===== src/rtl/trng_ctrl.sv =====
// TRNG sequencer: start/stop/fault control, warm-up discard, repetition and timeout health tests,
// and a first-word-fall-through output FIFO with registered read-side outputs.
module trng_ctrl #(
  parameter int unsigned WARMUP_WORDS   = 16,
  parameter int unsigned REP_LIMIT      = 4,
  parameter int unsigned FIFO_DEPTH     = 8,
  parameter int unsigned TIMEOUT_CYCLES = 65536
) (
  input  logic                          clk,
  input  logic                          rst,
  input  logic                          start,
  input  logic                          stop,
  input  logic                          clear_fault,
  input  logic [31:0]                   word_in,
  input  logic                          word_valid,
  output logic                          core_en,
  output logic                          col_flush,
  output logic [31:0]                   rd_data,
  output logic                          rd_valid,
  input  logic                          rd_ready,
  output logic [$clog2(FIFO_DEPTH):0]   fifo_level,
  output logic [1:0]                    state,
  output logic [1:0]                    fault_code,
  output logic [15:0]                   drop_cnt
);

  localparam int unsigned PtrW  = $clog2(FIFO_DEPTH);
  localparam int unsigned LvlW  = PtrW + 1;
  localparam int unsigned WarmW = $clog2(WARMUP_WORDS + 1);
  localparam int unsigned RepW  = $clog2(REP_LIMIT + 1);
  localparam int unsigned ToW   = $clog2(TIMEOUT_CYCLES + 1);

  typedef enum logic [1:0] {
    StIdle   = 2'd0,
    StWarmup = 2'd1,
    StRun    = 2'd2,
    StFault  = 2'd3
  } state_e;

  state_e            state_q, state_d;
  logic [WarmW-1:0]  warm_cnt_q, warm_cnt_d;
  logic [RepW-1:0]   rep_cnt_q, rep_cnt_d;
  logic [31:0]       last_word_q, last_word_d;
  logic [ToW-1:0]    to_cnt_q, to_cnt_d;
  logic [1:0]        fault_code_q, fault_code_d;
  logic [15:0]       drop_q, drop_d;
  logic [PtrW-1:0]   wr_ptr_q, wr_ptr_d, rd_ptr_q, rd_ptr_d;
  logic [LvlW-1:0]   level_q, level_d, lvl_after_pop;
  logic [31:0]       rd_data_q, rd_data_d;
  logic              rd_valid_q, core_en_q, col_flush_q;
  logic [31:0]       mem [FIFO_DEPTH];

  logic active, full, pop_req, pop, push, drop, flush;
  logic rep_match, rep_hit, to_hit;

  assign active    = (state_q == StWarmup) || (state_q == StRun);
  assign full      = (level_q == LvlW'(FIFO_DEPTH));
  assign pop_req   = (level_q != '0) && rd_ready;
  // rep_cnt_q == 0 means no reference word has been seen since entering WARMUP.
  assign rep_match = (rep_cnt_q != '0) && (word_in == last_word_q);
  assign rep_hit   = word_valid && rep_match && (rep_cnt_q == RepW'(REP_LIMIT - 1));
  assign to_hit    = !word_valid && (to_cnt_q == ToW'(TIMEOUT_CYCLES - 2));

  always_comb begin
    state_d      = state_q;
    warm_cnt_d   = warm_cnt_q;
    rep_cnt_d    = rep_cnt_q;
    last_word_d  = last_word_q;
    fault_code_d = fault_code_q;
    push         = 1'b0;
    drop         = 1'b0;
    flush        = 1'b0;

    unique case (state_q)
      StIdle: begin
        if (start && !stop) begin
          state_d    = StWarmup;
          warm_cnt_d = '0;
          rep_cnt_d  = '0;
        end
      end
      StWarmup, StRun: begin
        if (stop) begin
          state_d = StIdle;
        end else if (rep_hit) begin
          state_d      = StFault;
          fault_code_d = 2'd1;
          flush        = 1'b1;
        end else if (to_hit) begin
          state_d      = StFault;
          fault_code_d = 2'd2;
          flush        = 1'b1;
        end else if (word_valid) begin
          if (rep_match) begin
            rep_cnt_d = rep_cnt_q + 1'b1;
          end else begin
            rep_cnt_d   = RepW'(1);
            last_word_d = word_in;
          end
          if (state_q == StWarmup) begin
            warm_cnt_d = warm_cnt_q + 1'b1;
            if (warm_cnt_q == WarmW'(WARMUP_WORDS - 1)) state_d = StRun;
          end else if (!full || pop_req) begin
            push = 1'b1;
          end else begin
            drop = 1'b1;
          end
        end
      end
      StFault: begin
        if (clear_fault) begin
          state_d      = StIdle;
          fault_code_d = 2'd0;
        end
      end
      default: state_d = StIdle;
    endcase
  end

  always_comb begin
    if (!active || word_valid || (state_d != state_q)) begin
      to_cnt_d = '0;
    end else begin
      to_cnt_d = to_cnt_q + 1'b1;
    end

    drop_d = drop_q;
    if (drop && (drop_q != 16'hFFFF)) drop_d = drop_q + 1'b1;
  end

  // FIFO next state; the head word is precomputed so rd_data can be a register.
  always_comb begin
    pop           = pop_req && !flush;
    lvl_after_pop = level_q - LvlW'(pop);
    if (flush) begin
      wr_ptr_d = '0;
      rd_ptr_d = '0;
      level_d  = '0;
    end else begin
      wr_ptr_d = wr_ptr_q + PtrW'(push);
      rd_ptr_d = rd_ptr_q + PtrW'(pop);
      level_d  = lvl_after_pop + LvlW'(push);
    end

    if (level_d == '0) begin
      rd_data_d = '0;
    end else if (push && (lvl_after_pop == '0)) begin
      rd_data_d = word_in;
    end else begin
      rd_data_d = mem[rd_ptr_d];
    end
  end

  always_ff @(posedge clk) begin
    if (rst) begin
      state_q      <= StIdle;
      warm_cnt_q   <= '0;
      rep_cnt_q    <= '0;
      last_word_q  <= '0;
      to_cnt_q     <= '0;
      fault_code_q <= '0;
      drop_q       <= '0;
      wr_ptr_q     <= '0;
      rd_ptr_q     <= '0;
      level_q      <= '0;
      rd_data_q    <= '0;
      rd_valid_q   <= 1'b0;
      core_en_q    <= 1'b0;
      col_flush_q  <= 1'b0;
    end else begin
      state_q      <= state_d;
      warm_cnt_q   <= warm_cnt_d;
      rep_cnt_q    <= rep_cnt_d;
      last_word_q  <= last_word_d;
      to_cnt_q     <= to_cnt_d;
      fault_code_q <= fault_code_d;
      drop_q       <= drop_d;
      wr_ptr_q     <= wr_ptr_d;
      rd_ptr_q     <= rd_ptr_d;
      level_q      <= level_d;
      rd_data_q    <= rd_data_d;
      rd_valid_q   <= (level_d != '0);
      core_en_q    <= (state_d == StWarmup) || (state_d == StRun);
      col_flush_q  <= (state_q == StIdle) && (state_d == StWarmup);
    end
  end

  always_ff @(posedge clk) begin
    if (push) mem[wr_ptr_q] <= word_in;
  end

  assign state      = state_q;
  assign fault_code = fault_code_q;
  assign drop_cnt   = drop_q;
  assign fifo_level = level_q;
  assign rd_data    = rd_data_q;
  assign rd_valid   = rd_valid_q;
  assign core_en    = core_en_q;
  assign col_flush  = col_flush_q;

endmodule

===== config.mk =====
export PLATFORM = sky130hd
export DESIGN_NAME = trng_ctrl
export DESIGN_NICKNAME = d
export VERILOG_FILES = /design/src/rtl/trng_ctrl.sv
export SDC_FILE = /design/constraint.sdc
export NUM_CORES = 1
export LEC_CHECK = 0
export BUFFER_PORTS_ARGS = -buffer_cell sky130_fd_sc_hd__buf_2
export CORE_AREA = 2 2 159 161
export CTS_CLUSTER_DIAMETER = 150
export DETAILED_ROUTE_END_ITERATION = 16
export DIE_AREA = 0 0 161 163
export PLACE_DENSITY_LB_ADDON = 0.3
export SLEW_MARGIN = 20
export SYNTH_ARGS = -nofsm -noshare
export SYNTH_HDL_FRONTEND = slang
export SYNTH_SLANG_ARGS = --single-unit

===== constraint.sdc =====
create_clock -name clk -period 7.1 [get_ports clk]
set_clock_uncertainty 0.2 [all_clocks]
set_input_delay 0 -clock clk [delete_from_list [all_inputs] [get_ports clk]]
set_output_delay 0 -clock clk [all_outputs]
set_load 0.005 [all_outputs]

# Yosys cells after proc, flatten, opt, wreduce, memory -nomap -nowiden
# Memory sizes are Yosys's and may differ from the RTL's.
# Cells that the tools add are included.
# totals
ram_bits	256
reg_bits	122
n_memories	1
input_bits	39
output_inout_bits	59
# mem_list
name	depth	word_bits	read_ports	rd_ports_with_merged_regs	write_ports	line	text
mem	8	32	1	0	1	51	logic [31:0] mem [FIFO_DEPTH];
# classes
add_sub_neg	8
reduce_logical	36
n_mux	51
bitwise_logic	4
n_eq_ne	20
# op_table
op	n
$eq A32 B32 Y1	1
$mux W32	1
$mux W5	6
$mux W2	12
$mux W3	7
$mux W1	20
$add A17 B1 Y17 const B	1
$eq A17 B16 Y1 const B	1
$add A16 B1 Y16 const B	1
$ne A16 B16 Y1 const B	1
$ne A2 B2 Y1 const B	7
$reduce_and A6 Y1	2
$logic_and A1 B1 Y1	10
$pmux W5 S2	1
$logic_not A4 Y1	2
$reduce_bool A4 Y1	2
$reduce_or A2 Y1	4
$reduce_and A7 Y1	1
$add A3 B1 Y3	2
$eq A2 B2 Y1 const B	3
$pmux W2 S3	1
$pmux W3 S2	1
$add A5 B1 Y5 const B	1
$eq A5 B4 Y1 const B	1
other kinds (17)	30

# Logic depth before layout (Yosys ltp)
# logic_depth
ltp_word	14
ltp_mapped	18
mapped_depth_nobuf	16

# Worst setup path after synthesis
# Ideal clock, no wire load.
# synth_path
kind	register to register
startpoint	reg state_q[1] (netlist: state[1])
endpoint	mem mem[1][0] (enable)
stages_incl_launch_ff	8
n_path_buf	0
setup_time_ps	461
arrival_time_ps	3994
slack_ps	2445
path_cell_list	dfxtp_1 -> inv_1 -> ha_1 -> and2b_1 -> nand2_1 -> nor4_1 -> nand2_1 -> nor3_1
# synth_via
elab_chain_cells	9
# synth_rtl
item	line	text
from (decl)	40	state_e state_q, state_d;
from (signal assigned)	156	state_q <= StIdle;
from (signal assigned)	171	state_q <= state_d;
$eq A2 B1 Y1	74, 100	
$mux W1	100	if (state_q == StWarmup) begin
$mux W1	93	end else if (word_valid) begin
$mux W1	89	end else if (to_hit) begin
$mux W1	85	end else if (rep_hit) begin
$mux W1	83	if (stop) begin
$mux W1 *	74	unique case (state_q)
$mux W1 *	189	if (push) mem[wr_ptr_q] <= word_in;
$mux W1 (implied by the code) *	189	
to (decl)	51	
# Mark *: on every way between the ends. The rest lies on a longest branch, timed or not.

# Final worst setup path
# layout_path
startpoint	reg last_word_q[0]
endpoint	reg rd_data_q[0] (netlist: rd_data[0])
# layout_via
elab_chain_cells	14
# layout_rtl
item	line	text
from (decl)	43	logic [31:0] last_word_q, last_word_d;
from (signal assigned)	174	last_word_q <= last_word_d;
$eq A32 B32 Y1 *	60	assign rep_match = (rep_cnt_q != '0) && (word_in == last_word_q);
$logic_and A1 B1 Y1 *	60	
$logic_and A1 B1 Y1 * (2 in series)	61	assign rep_hit = word_valid && rep_match && (rep_cnt_q == RepW'(REP_LIMIT - 1));
$mux W1	85	
$mux W1	83	
$mux W1	74	
$logic_not A1 Y1	133	pop = pop_req && !flush;
$logic_and A1 B1 Y1	133	
$sub A4 B1 Y4	134	lvl_after_pop = level_q - LvlW'(pop);
$add A4 B1 Y4	142	level_d = lvl_after_pop + LvlW'(push);
$mux W4	135	if (flush) begin
$logic_not A4 Y1	145	if (level_d == '0) begin
$reduce_or A2 Y1 (no line)	n/a	
to (signal assigned)	181	rd_data_q <= rd_data_d;
to (decl)	49	logic [31:0] rd_data_q, rd_data_d;
# Marks and branches as above.
# A chain may end at the register's enable or synchronous reset.

==> results.sh <==
export IMPL_status="finished, final reports clean"
export IMPL_p_comb_frac=0.268
export IMPL_crit_required_ns=7.36
export IMPL_ys_warn_count=0
export IMPL_place_ws_ns=2.22
export IMPL_irDropWorstVdd_mv=0.261
export IMPL_clockRootBuffer="clkbuf_16"
export IMPL_cts_hold_buf=39
export IMPL_endpoint_kind="register"
export IMPL_post_drt_wl_per_cell_microns=20.5
export IMPL_wl_microns=33600
export IMPL_grt_pass1_wl_microns=52400
export IMPL_rsz0062_at_grt="false"
export IMPL_power_density_nw_per_um2=343
export IMPL_grt_usage=0.256
export IMPL_m1WireLength_microns=14200
export IMPL_rows=58
export IMPL_die_w_microns=161
export IMPL_cts_tree="built"
export IMPL_clk_latency_ns=0.53
export IMPL_grt_max_degree=68
export IMPL_yosysTopAreaCell="edfxtp_1"
export IMPL_setup_slack_ns=2.13
export IMPL_highest_layer="met4"
export IMPL_cts_sinks=378
export IMPL_avgSynthCellArea_sq_um=13.7
export IMPL_grt_overflow_total=0
export IMPL_critical_path_class="register to register"
export IMPL_yosysSeqAreaShare=0.648
export IMPL_synth_cell_types=56
export IMPL_relSlewSlack=0.240
export IMPL_cts_resized=0
export IMPL_first_global_vias=9718
export IMPL_async_flop_share=0
export IMPL_synth_seq_cells=378
export IMPL_hold_class="input port to register"
export IMPL_synthFlopType="edfxtp_1"
export IMPL_path_max_fanout=46
export IMPL_max_freq_mhz=201
export IMPL_finalCritPeriodShare=0.700
export IMPL_leakage_nw=6.36
export IMPL_core_area_sq_um=24700
export IMPL_hold_viol=0
export IMPL_dr_wl_met2_microns=16600
export IMPL_netlist_area_sq_um=15600
export IMPL_cts_buffers=39
export IMPL_die_h_microns=163
export IMPL_die_area_sq_um=26200
export IMPL_power_frac_clock=0.324
export IMPL_drive_gt1_frac=0.187
export IMPL_setup_viol=0
export IMPL_finalCriticalPeriod_ns=4.97
export IMPL_p_int_w=0.00436
export IMPL_dp_hpwl_microns=18500
export IMPL_drc=0
export IMPL_area_growth_pct=16.1
export IMPL_synth_edf_count=256
export IMPL_nets=1335
export IMPL_postRouteAntennaNets=0
export IMPL_worst_pin_slew_ns=1.14
export IMPL_clockBufferDepth=3
export IMPL_maxCapViolations=0
export IMPL_cts_setup_buffers=0
export IMPL_p_switching_w=0.00186
export IMPL_clk_pin_slew_ns=0.06
export IMPL_timing_setup_tns_ns=0
export IMPL_critical_path_arrival_ns=5.23
export IMPL_htreeDepth=2
export IMPL_antenna_found_initial=0
export IMPL_cp_start_kind="register"
export IMPL_wl_met3_microns=2230
export IMPL_routed_via_density=5.96
export IMPL_drt_iter0_markers=799
export IMPL_seqPwrFrac=0.407
export IMPL_vias=9750
export IMPL_syn_num_nets=1202
export IMPL_port_buffers=97
export IMPL_synthTopCellsByArea="edfxtp_1 (49%), dfxtp_1 (16%), mux2i_1 (8.3%), xor2_1 (3.0%), nand3_1 (2.8%)"
export IMPL_n_antenna_cell=0
export IMPL_place_congestion=0.809
export IMPL_start_util=0.634
export IMPL_io_pins=98
export IMPL_firstDrtPassIters=5
export IMPL_switching_share=0.299
export IMPL_synth_top_cell_area_share=0.492
export IMPL_final_max_slew_viol_count=0
export IMPL_netlist_instances=1142
## registers in the layout (all words and copies together), names as in the netlist, 2 cells and up
| signal | flops |
|---|---|
| drop_cnt | 16 |
| mem | 256 |
| rep_cnt_q | 3 |
| wr_ptr_q | 3 |
| fault_code | 2 |
| to_cnt_q | 17 |
| last_word_q | 32 |
| state | 2 |
| fifo_level | 4 |
| rd_ptr_q | 3 |
| warm_cnt_q | 5 |
| rd_data | 32 |
## logic make-up after synthesis
| kind of cell | count (synthesis) | synth area share |
|---|---|---|
| buffers and inverters | 74 | 0.0234 |
| muxes | 133 | 0.0854 |
| xor gates and xnor gates | 68 | 0.0381 |
| DFF | 378 | 0.648 |
| adders and majority gates | 21 | 0.0168 |
| and+or+nand+nor | 337 | 0.122 |
| AOI/OAI and AO/OA | 131 | 0.0665 |
## power by group through the flow
stage / logic [W] / registers [W] / clock network, W
after floorplan: 0.00122 / 0.00258 / 0
after global placement: 0.00160 / 0.00258 / 0
after detailed placement: 0.00164 / 0.00258 / 0
after CTS: 0.00167 / 0.00253 / 0.00203
after global routing: 0.00180 / 0.00254 / 0.00213
final: 0.00167 / 0.00253 / 0.00202
## cell usage in the layout, fill, tap and decap left out, types with 3 or more instances in the layout
master,instances
buf_2,97
edfxtp_1,256
dlygate4sd3_1,39
ha_1,20
xnor2_1,14
dfxtp_1,122
nor3_2,34
buf_4,16
nand3b_1,4
bufinv_16,4
nor2b_1,4
o21a_1,32
nand2_1,28
a21oi_1,10
nor2_1,82
and4_1,5
and3_1,15
clkinv_2,11
nand4_1,11
nor2_2,4
a32o_1,32
nand2b_1,9
or3_1,3
nor3_1,5
clkinv_1,5
nand3_1,86
mux2i_1,130
mux2_2,3
nor2_4,14
o21ai_0,10
xor2_1,54
clkbuf_1,7
clkbuf_16,40
and2_1,13
nor4_1,8
inv_1,12
a211oi_1,34
## synthesized netlist by cell type, types with 7 or more instances
| cell | n |
|---|---|
| ha_1 | 21 |
| clkbuf_1 | 36 |
| o21a_1 | 32 |
| nand4_1 | 11 |
| nand2_1 | 28 |
| a21oi_1 | 10 |
| buf_6 | 8 |
| inv_1 | 12 |
| a211oi_1 | 34 |
| nor2_1 | 90 |
| nand3_1 | 86 |
| xnor2_1 | 14 |
| nand2b_1 | 9 |
| and3_1 | 16 |
| and2_1 | 14 |
| nor4_1 | 8 |
| edfxtp_1 | 256 |
| buf_2 | 14 |
| xor2_1 | 54 |
| o21ai_0 | 10 |
| dfxtp_1 | 122 |
| nor3_2 | 32 |
| a32o_1 | 32 |
| nor2_4 | 7 |
| nor3_1 | 7 |
| mux2i_1 | 130 |
## critical path: stages (launching register included)
cell,delay [ns]
dfxtp_1,0.33
xor2_1,0.17
nor4_1,0.53
and4_1,0.35
nand4_4,0.22
a21oi_2,0.29
nor2_1,0.15
ha_4,0.82
nand2b_1,0.22
and3_2,0.96
nor3_1,0.15
a211oi_1,0.29
a32o_1,0.21
## routing by layer
metal | up-vias | global-route usage
li1 | 4538 | -
met1 | 4803 | 0.344
met2 | 361 | 0.443
met3 | 48 | 0.0392
met4 | 0 | 0.0629
met5 | - | 0
## cell type report
| cell class | instances | area, sq um |
|---|---|---|
| Sequential cell | 378 | 10100 |
| Fill cell | 1586 | 6530 |
| Multi-Input combinational cell | 690 | 5250 |
| Timing Repair Buffer | 154 | 1040 |
| Clock buffer | 47 | 1030 |
| Tap cell | 330 | 413 |
| Clock inverter | 25 | 244 |
| Inverter | 12 | 45.0 |
## worst paths after layout
path	cells past startpoint	end	slack (ns)	startpoint
max	12	rd_data[0]	2.13	last_word_q[0]
min	2	mem[1][12]	0.16	word_in[12]
max reg2reg	12	rd_data[0]	2.13	last_word_q[0]
min reg2reg	2	warm_cnt_q[3]	0.27	warm_cnt_q[3]
## metrics by stage
step / instance area, sq um / utilization / power (W) / cells / hold WS (ns)
4_1_cts: 18100 / 0.734 / 0.00624 / 1634 / 0.135
3_5_place_dp: 16400 / 0.666 / 0.00422 / 1523 / 0.145
6_report: 18100 / 0.736 / 0.00622 / 1636 / 0.162
5_1_grt: 18100 / 0.736 / 0.00647 / 1636 / 0.182
3_3_place_gp: 16400 / 0.666 / 0.00418 / 1523 / 0.130
2_1_floorplan: 15600 / - / 0.00380 / 1142 / -0.101
Note: power is estimated with default switching activity, not from simulation.
